## config.mk

```make
export PLATFORM = sky130hd
export DESIGN_NAME = mux_8bit_rr_feeder
export DESIGN_NICKNAME = d
export VERILOG_FILES = /design/src/rtl/mux_8bit_rr_feeder.sv
export SDC_FILE = /design/constraint.sdc
export NUM_CORES = 1
export LEC_CHECK = 0
export ABC_AREA = 1
export BUFFER_PORTS_ARGS = -buffer_cell sky130_fd_sc_hd__buf_2
export CAP_MARGIN = 15
export CELL_PAD_IN_SITES_DETAIL_PLACEMENT = 1
export CELL_PAD_IN_SITES_GLOBAL_PLACEMENT = 1
export CORE_ASPECT_RATIO = 1.5
export CORE_MARGIN = 10
export CORE_UTILIZATION = 29
export CTS_CLUSTER_SIZE = 24
export DETAILED_ROUTE_END_ITERATION = 12
export PLACE_DENSITY = 0.88
export SETUP_SLACK_MARGIN = 0.02
export SLEW_MARGIN = 20
export SYNTH_ARGS = -nofsm -noshare
export SYNTH_HDL_FRONTEND = slang
export SYNTH_SLANG_ARGS = --single-unit
```

## constraint.sdc

```tcl
create_clock -name clk -period 2.3 [get_ports clk]
set_clock_uncertainty 0.2 [all_clocks]
set_input_delay 0.23 -clock clk [delete_from_list [all_inputs] [get_ports clk]]
set_output_delay 0.23 -clock clk [all_outputs]
set_load 0.005 [all_outputs]
```

## src/rtl/mux_8bit_rr_feeder.sv

```systemverilog
// mux_8bit_rr_feeder: round-robin arbiter between two valid/ready channels feeding a 2:1 mux holding stage.
// Optional per-channel saturating grant counters under ARB_STATS_EN.
module mux_8bit_rr_feeder #(
   parameter int WIDTH  = 8,
   parameter int STAT_W = 16
) (
   input  logic              clk,
   input  logic              rst_n,
   input  logic [WIDTH-1:0]  a_data,
   input  logic              a_valid,
   output logic              a_ready,
   input  logic [WIDTH-1:0]  b_data,
   input  logic              b_valid,
   output logic              b_ready,
   output logic [WIDTH-1:0]  mux_a,
   output logic [WIDTH-1:0]  mux_b,
   output logic              mux_select,
   output logic              mux_valid,
   input  logic              mux_ready,
   output logic [STAT_W-1:0] a_grants,
   output logic [STAT_W-1:0] b_grants
);
   typedef enum logic {EMPTY, FULL} state_t;
   state_t state_q, state_d;
   logic [WIDTH-1:0] mux_a_q, mux_a_d, mux_b_q, mux_b_d;
   logic mux_select_q, mux_select_d, last_a_q, last_a_d;
   logic can_accept, grant_a, grant_b;
   // Reset leaves last_grant = B, so A wins the first contended cycle.
   always_comb begin
      can_accept   = (state_q == EMPTY) | mux_ready;
      grant_a      = can_accept & a_valid & (~b_valid | ~last_a_q);
      grant_b      = can_accept & b_valid & (~a_valid | last_a_q);
      state_d      = (grant_a | grant_b) ? FULL : (mux_ready ? EMPTY : state_q);
      mux_a_d      = grant_a ? a_data : mux_a_q;
      mux_b_d      = grant_b ? b_data : mux_b_q;
      mux_select_d = grant_a ? 1'b1 : (grant_b ? 1'b0 : mux_select_q);
      last_a_d     = grant_a ? 1'b1 : (grant_b ? 1'b0 : last_a_q);
   end
   always_ff @(posedge clk or negedge rst_n) begin
      if (!rst_n) begin
         state_q      <= EMPTY;
         mux_a_q      <= '0;
         mux_b_q      <= '0;
         mux_select_q <= 1'b0;
         last_a_q     <= 1'b0;
      end else begin
         state_q      <= state_d;
         mux_a_q      <= mux_a_d;
         mux_b_q      <= mux_b_d;
         mux_select_q <= mux_select_d;
         last_a_q     <= last_a_d;
      end
   end
   assign a_ready    = grant_a;
   assign b_ready    = grant_b;
   assign mux_a      = mux_a_q;
   assign mux_b      = mux_b_q;
   assign mux_select = mux_select_q;
   assign mux_valid  = (state_q == FULL);
`ifdef ARB_STATS_EN
   logic [STAT_W-1:0] a_grants_q, a_grants_d, b_grants_q, b_grants_d;
   always_comb begin
      a_grants_d = (grant_a && !(&a_grants_q)) ? a_grants_q + STAT_W'(1) : a_grants_q;
      b_grants_d = (grant_b && !(&b_grants_q)) ? b_grants_q + STAT_W'(1) : b_grants_q;
   end
   always_ff @(posedge clk or negedge rst_n) begin
      if (!rst_n) begin
         a_grants_q <= '0;
         b_grants_q <= '0;
      end else begin
         a_grants_q <= a_grants_d;
         b_grants_q <= b_grants_d;
      end
   end
   assign a_grants = a_grants_q;
   assign b_grants = b_grants_q;
`else
   assign a_grants = '0;
   assign b_grants = '0;
`endif
endmodule

```

==> results of run 1 <==
-- sequential cells by signal, indices dropped and copies added (netlist names) --
register	flops
mux_a	8
mux_valid	1
last_a_q	1
mux_b	8
-- per-layer routing --
| metal | global-route usage (%) | wire length [um] | share of wire [%] |
|---|---|---|---|
| met1 | 9.65 | 1030 | 35 |
| met2 | 16.4 | 1490 | 51 |
| met3 | 4.10 | 369 | 13 |
| met4 | 4.55 | 50 | 1.7 |
| met5 | 0 | 0 | 0 |
-- cell families after synthesis --
| logic type | after synthesis | share of synthesized area [%] |
|---|---|---|
| buffers and inverters | 39 | 27.8 |
| AND/OR/NAND/NOR | 61 | 27.4 |
| other | 1 | 0.370 |
| flip-flops | 18 | 44.4 |
-- final cells by class --
class | count | area [um^2]
multi-input cells | 93 | 398
well taps | 42 | 52.6
clock buffers | 4 | 55.1
inverters | 5 | 18.8
flip-flops and latches | 18 | 450
fillers | 454 | 2100
repair buffers | 51 | 310
-- per-stage QoR --
step | cells | setup slack, ps
2_1_floorplan | 150 | 1110
3_3_place_gp | 198 | 848
3_5_place_dp | 198 | 808
4_1_cts | 213 | 514
5_1_grt | 213 | 370
6_report | 213 | 497
-- tightest hold or removal path, stage by stage --
cell	delay, ps
buf_2	70
nand3_1	60
nand2_1	70
-- cells in the final DEF (no fill, tap or decap) --
| master | n |
|---|---|
| buf_2 | 40 |
| clkbuf_8 | 4 |
| conb_1 | 32 |
| dfrtp_1 | 18 |
| dlygate4sd3_1 | 11 |
| inv_1 | 5 |
| nand2_1 | 44 |
| nand2_2 | 4 |
| nand3_1 | 9 |
| nand3_2 | 1 |
| nand3_4 | 1 |
| nor2_1 | 1 |
| nor2_4 | 1 |
-- power by group through the flow --
stage,Clock (mW),Sequential (mW),Combinational [mW]
after floorplan,0,0.464,0.177
final,0.267,0.449,0.306
after global routing,0.289,0.462,0.356
after detailed placement,0,0.455,0.299
after global placement,0,0.451,0.291
after CTS,0.279,0.450,0.315
-- worst min-delay path by stage --
stage,start,cells past startpoint,slack (ps),endpoint
2_1_floorplan,rst_n,0,-270,last_a_q$_DFFE_PN0P_
3_3_place_gp,rst_n,1,-20,mux_b[0]$_DFFE_PN0P_
3_5_place_dp,rst_n,1,-10,mux_b[1]$_DFFE_PN0P_
4_1_cts,b_data[0],3,0.4,mux_b[0]$_DFFE_PN0P_
5_1_grt,b_data[0],3,20,mux_b[0]$_DFFE_PN0P_
6_report,b_data[3],3,5,mux_b[3]$_DFFE_PN0P_
==> impl_metrics.tcl, run 1 <==
set metrics [dict create \
    cp.required_ps 1870 \
    design_area_um2 1280 \
    drt-total-wl_um 2940 \
    ys_ff_latch 18 \
    worst_ep_arrival_time_ps 1370 \
    wl_per_cell_um 13.8 \
    netlist_top_cells_count "nand2_1 (44), buf_4 (32), dfrtp_1 (18)" \
    num_vias 839 \
    powerDensity_nw_per_um2 795 \
    clkPwrFrac_pct 26.1 \
    synthFlopType "dfrtp_1" \
    clk_pin_slew_ps 70 \
    drtIter0Drc 16 \
    ctsRootBufferMaster "clkbuf_8" \
    h-tree-depth 1 \
    numCtsBuffers 3 \
    cp_cell_sequence "nand2_2 -> nand3_2 -> inv_1 -> buf_2" \
    gr-total-overflow 0 \
    via_per_inst 3.94 \
    startpoint "mux_valid$_DFFE_PN0P_" \
    fmax_mhz 555 \
    min_path_type "in -> reg" \
    critPathLaunchType "flop" \
    placed_area_um2 1120 \
    clockBufferDepth 2 \
    setup_viol_count_final 0 \
    p_int_mw 0.688 \
    insertion_delay_ps 260 \
    core_area_um2 3380 \
    path_depth 4 \
    grt_max_degree 19 \
    grt_pass1_vias 968 \
    critical_path.top_delay_family "simple AND/OR/NAND/NOR gates" \
    ys_seq_area_share_pct 44.4 \
    rsz0062_at_grt "false" \
    setup_tns_ps 0 \
    drt_first_pass_iters 4 \
    p_sw_mw 0.333 \
    end_kind "output pin" \
    reg2reg_setup_slack_ps 960 \
    cts_sinks 18 \
    antenna_cells 0 \
    drive_gt1_share_pct 29.8 \
    die_w_um 68.3 \
    fin_hold_ws_ps 5.20 \
    critPathMaxFanout 11 \
    drc_errors 0 \
    pwr-share-seq_pct 44.0 \
    synth_top_cell_area_share_pct 44.4 \
    synth_warnings 0 \
    synth_cell_types 12 \
    nNetsFinal 193 \
    gp_congestion 0.759 \
    post-route-period-util_pct 78.4 \
    critPathMaxStageDelay_ps 400 \
    syn_area_um2 1010 \
    die_area_um2 6310 \
    ctsResizeCount 0 \
    synth_edf_count 0 \
    cts_hold_buffers 11 \
    status "finished, final reports clean" \
    post-route-util_pct 38.0 \
    syn_to_final_growth_pct 26.8 \
    crit_end "b_ready" \
    p_leak_nw 0.769 \
    yosys-top-cells-area "dfrtp_1 (44%), buf_4 (24%), nand2_1 (16%), nand3_1 (4.4%), nand2_2 (2.5%)" \
    ys_async_sr_fraction_pct 100 \
    dp_hpwl_um 2370 \
    finalWorstPathRequiredPeriod_ps 1800 \
    p_total_mw 1.02 \
    cts_tree "yes" \
    grtUsageTotal_pct 9.62 \
    timing.rr.end "last_a_q$_DFFE_PN0P_" \
    path_buf_inv 2 \
    synth_cells 119 \
    grt_pass1_wl_um 4620 \
    num_io_pins 73 \
    drv_cap 0 \
    timing.rr.start "mux_valid$_DFFE_PN0P_" \
    switching_share_pct 32.6 \
    cts_setup_buffers 0 \
    rows 26 \
    port_buffers 40 \
    die_y_um 92.4 \
    peakVddDrop_mv 0.397 \
    avgSynthCellArea_um2 8.52 \
    reg2regPathDepth 4 \
    hold_violations 0 \
    initial_core_util_pct 30.0 \
    worstSetupPathType "reg -> out" \
    antenna_found_initial 0 \
    ant_nets 0 \
    pwr-share-comb_pct 29.9 \
    synth_top_cell_by_area "dfrtp_1" \
    slew_violations 0 \
    synth.most_common_cell "nand2_1" \
    cpMaxStageDelayCell "dfrtp_1" \
]
No activity file was read; power rests on OpenSTA's default activity.
==> run 2: changes to the inputs <==
--- a/config.mk
+++ b/config.mk
@@ -5,17 +5,17 @@
 export SDC_FILE = /design/constraint.sdc
 export NUM_CORES = 1
 export LEC_CHECK = 0
-export ABC_AREA = 1
+export ABC_AREA = 0
 export BUFFER_PORTS_ARGS = -buffer_cell sky130_fd_sc_hd__buf_2
 export CAP_MARGIN = 15
 export CELL_PAD_IN_SITES_DETAIL_PLACEMENT = 1
 export CELL_PAD_IN_SITES_GLOBAL_PLACEMENT = 1
 export CORE_ASPECT_RATIO = 1.5
 export CORE_MARGIN = 10
-export CORE_UTILIZATION = 29
+export CORE_UTILIZATION = 26
 export CTS_CLUSTER_SIZE = 24
 export DETAILED_ROUTE_END_ITERATION = 12
-export PLACE_DENSITY = 0.88
+export PLACE_DENSITY = 0.8
 export SETUP_SLACK_MARGIN = 0.02
 export SLEW_MARGIN = 20
 export SYNTH_ARGS = -nofsm -noshare
==> constraint.sdc (replaced) <==
create_clock -name clk -period 1.5 [get_ports clk]
set_clock_uncertainty 0.2 [all_clocks]
set_input_delay 0.15 -clock clk [delete_from_list [all_inputs] [get_ports clk]]
set_output_delay 0.15 -clock clk [all_outputs]
set_load 0.005 [all_outputs]
==> run 2 against run 1 <==
Against the previous run:
- the flow now finishes with violations (setup timing)
- non-clock buffer count rose by 15
- hold slack got worse by 3.9 ps
- final cell count fell by 12%
- count of clock-buffer cells in the layout fell by 1
- synthesized area fell by 3.2%
- highest routed layer is now met3
- global-route usage fell by 1.6 points
- setup slack got worse by 500 ps
- routed wire length fell by 1.8%
==> impl_metrics.tcl, run 2 <==
set metrics [dict create \
    status "finished with violations" \
    violations "setup timing" \
    powerDensity_nw_per_um2 1010 \
    insertion_delay_ps 240 \
    critPathLaunchType "flop" \
    synth_warnings 0 \
    synth_compound_area_share_pct 0.893 \
    ys_seq_area_share_pct 45.9 \
    min_path_type "in -> reg" \
    place_inst 158 \
    synth.most_common_cell "buf_4" \
    grtUsageTotal_pct 8.02 \
    drtIter0Drc 3 \
    ctsRootBufferMaster "clkbuf_8" \
    seqCellArea_um2 450 \
    pwr-share-seq_pct 44.5 \
    rows 27 \
    drt-total-wl_um 2890 \
    core_area_um2 3650 \
    synth_xor_area_share_pct 0 \
    cpMaxStageDelayCell "dfrtp_1" \
    gr-total-overflow 0 \
    final_cell_mix "buf_2 (38), conb_1 (32), dlygate4sd3_1 (19), dfrtp_1 (18), mux2_4 (12)" \
    switching_share_pct 26.6 \
    synth_cells 77 \
    syn_area_um2 981 \
    initial_core_util_pct 26.9 \
    fillers 431 \
    hold_path_startpoint "mux_ready" \
    die_area_um2 6680 \
    end_kind "flop" \
    cp_cell_sequence "nand2b_4 -> and3_4 -> buf_12 -> mux2_4" \
    setup_viol_count_final 2 \
    ys_ff_latch 18 \
    drv_cap 0 \
    antenna_cells 0 \
    grt_pass1_vias 866 \
    synth_top_family_by_area "buffers and inverters" \
    syn_to_final_growth_pct 48.9 \
    worst_ep_arrival_time_ps 1430 \
    grt_pass1_wl_um 4420 \
    peakVddDrop_mv 0.626 \
    synthAdderAreaFrac_pct 0 \
    wl_per_cell_um 15.4 \
    setup_slack_ps -5.12 \
    multi_input_area_um2 414 \
    ant_nets 0 \
    grt_max_degree 19 \
    synthFlopType "dfrtp_1" \
    timing.rr.end "mux_a[7]$_DFFE_PN0P_" \
    num_vias 700 \
    yosys.area_share.simple_pct 5.36 \
    critPathMaxFanout 7 \
    p_int_mw 1.08 \
    pwr-share-comb_pct 33.7 \
    drive_gt1_share_pct 49.3 \
    clockBufferDepth 2 \
    timing.rr.start "mux_valid$_DFFE_PN0P_" \
    drc_errors 0 \
    finalWorstPathRequiredPeriod_ps 1510 \
    rsz0062_at_grt "true" \
    num_io_pins 73 \
    synth_top_cell_by_area "dfrtp_1" \
    netlist_top_cells_count "buf_4 (32), dfrtp_1 (18), mux2_2 (8), mux2_4 (8), nand2_1 (2)" \
    synth_top_cell_area_share_pct 45.9 \
    die_y_um 95.2 \
    clkPwrFrac_pct 21.8 \
    synth_edf_count 0 \
    place_ws_ps 50.8 \
    p_leak_nw 0.773 \
    gp_congestion 0.688 \
    cts_sinks 18 \
    setup_tns_ps -6.21 \
    hold_violations 0 \
    final-instance-count-excl-fill 187 \
    cts_tree "yes" \
    worstSetupPathType "reg -> reg" \
    via_per_inst 3.74 \
    slew_violations 0 \
    reg2reg_setup_slack_ps -5 \
    yosys-top-cells-area "dfrtp_1 (46%), buf_4 (24%), mux2_4 (12%), mux2_2 (9.2%), nand2b_4 (1.4%)" \
    hold_end "mux_valid$_DFFE_PN0P_" \
    post-route-period-util_pct 100 \
    final_common_cell "buf_2" \
    nNetsFinal 167 \
    reg2regPathDepth 4 \
    synth_mux_area_share_pct 21.4 \
    ys_async_sr_fraction_pct 100 \
    cp.required_ps 1430 \
    die_w_um 70.2 \
    dp_hpwl_um 2160 \
    fmax_mhz 664 \
    p_total_mw 1.47 \
    h-tree-depth 1 \
    antenna_found_initial 0 \
    hold_depth 3 \
    port_buffers 40 \
    critPathMaxStageDelay_ps 400 \
    clk_pin_slew_ps 60 \
    synth_cell_types 14 \
    avgSynthCellArea_um2 12.7 \
    numCtsBuffers 3 \
    drt_first_pass_iters 2 \
    p_sw_mw 0.393 \
]
==> run 2: worst max-delay path, delay by kind of cell, from the launching register on <==
family / cells / cell delay (ps)
simple gates: 2 / 350
mux: 1 / 300
buf+inv: 1 / 130
flops: 1 / 400
==> run 2: cell type report <==
cell class	instances	area share, %
Timing Repair Buffer	66	34.0
Sequential cell	18	30.8
Multi-Input combinational cell	56	28.4
Tap cell	43	3.68
Clock buffer	3	2.83
Inverter	1	0.257
==> run 2: stage by stage <==
stage	hold slack [ps]	utilization (%)	instance area [um^2]
floorplan	-346	-	1100
global placement	-107	30.1	1100
detailed placement	-98.8	30.1	1100
CTS	3.16	38.2	1390
global route	17.2	40.0	1460
finish	1.29	40.0	1460
==> run 2: timing repair <==
item / CTS / global route
endpoints found under the hold margin: 35 / 0
gates resized for setup: 1 / 8
endpoints found under the setup margin: 2 / 15
pin swaps: 2 / 0
buffers inserted: 4 / 3
hold buffers: 19 / 0
==> run 2: power by group through the flow <==
stage / Sequential (mW) / Combinational [mW] / Clock [mW]
floorplan: 0.669 / 0.247 / 0
CTS: 0.656 / 0.462 / 0.332
global placement: 0.653 / 0.381 / 0
finish: 0.657 / 0.497 / 0.321
global route: 0.675 / 0.546 / 0.354
detailed placement: 0.663 / 0.392 / 0
==> run 2: logic make-up (layout without fill, tap and decap cells) <==
| family | Yosys count | after routing |
|---|---|---|
| compound gates | 1 | 1 |
| other cells | 1 | 32 |
| flops | 18 | 18 |
| mux | 16 | 16 |
| simple gates | 7 | 7 |
| buf+inv | 34 | 70 |
==> run 2: worst max-delay path by stage <==
| stage | from | endpoint | slack (ps) | depth (start not counted) |
|---|---|---|---|---|
| detailed placement | mux_valid$_DFFE_PN0P_ | mux_a[7]$_DFFE_PN0P_ | 50 | 3 |
| CTS | mux_valid$_DFFE_PN0P_ | mux_a[7]$_DFFE_PN0P_ | -20 | 4 |
| floorplan | mux_valid$_DFFE_PN0P_ | mux_a[0]$_DFFE_PN0P_ | 80 | 4 |
| finish | mux_valid$_DFFE_PN0P_ | mux_a[7]$_DFFE_PN0P_ | -5 | 4 |
| global route | mux_valid$_DFFE_PN0P_ | mux_a[7]$_DFFE_PN0P_ | -50 | 4 |
| global placement | mux_valid$_DFFE_PN0P_ | mux_a[1]$_DFFE_PN0P_ | 80 | 3 |
==> run 2: metal layers <==
metal  vias up  wire length [um]  track usage [%]
met3         0               358             4.47
met5         -                 0                0
met2        54              1540             14.7
li1        322                 -                -
met1       324               993             7.98
met4         0                 0            0.990
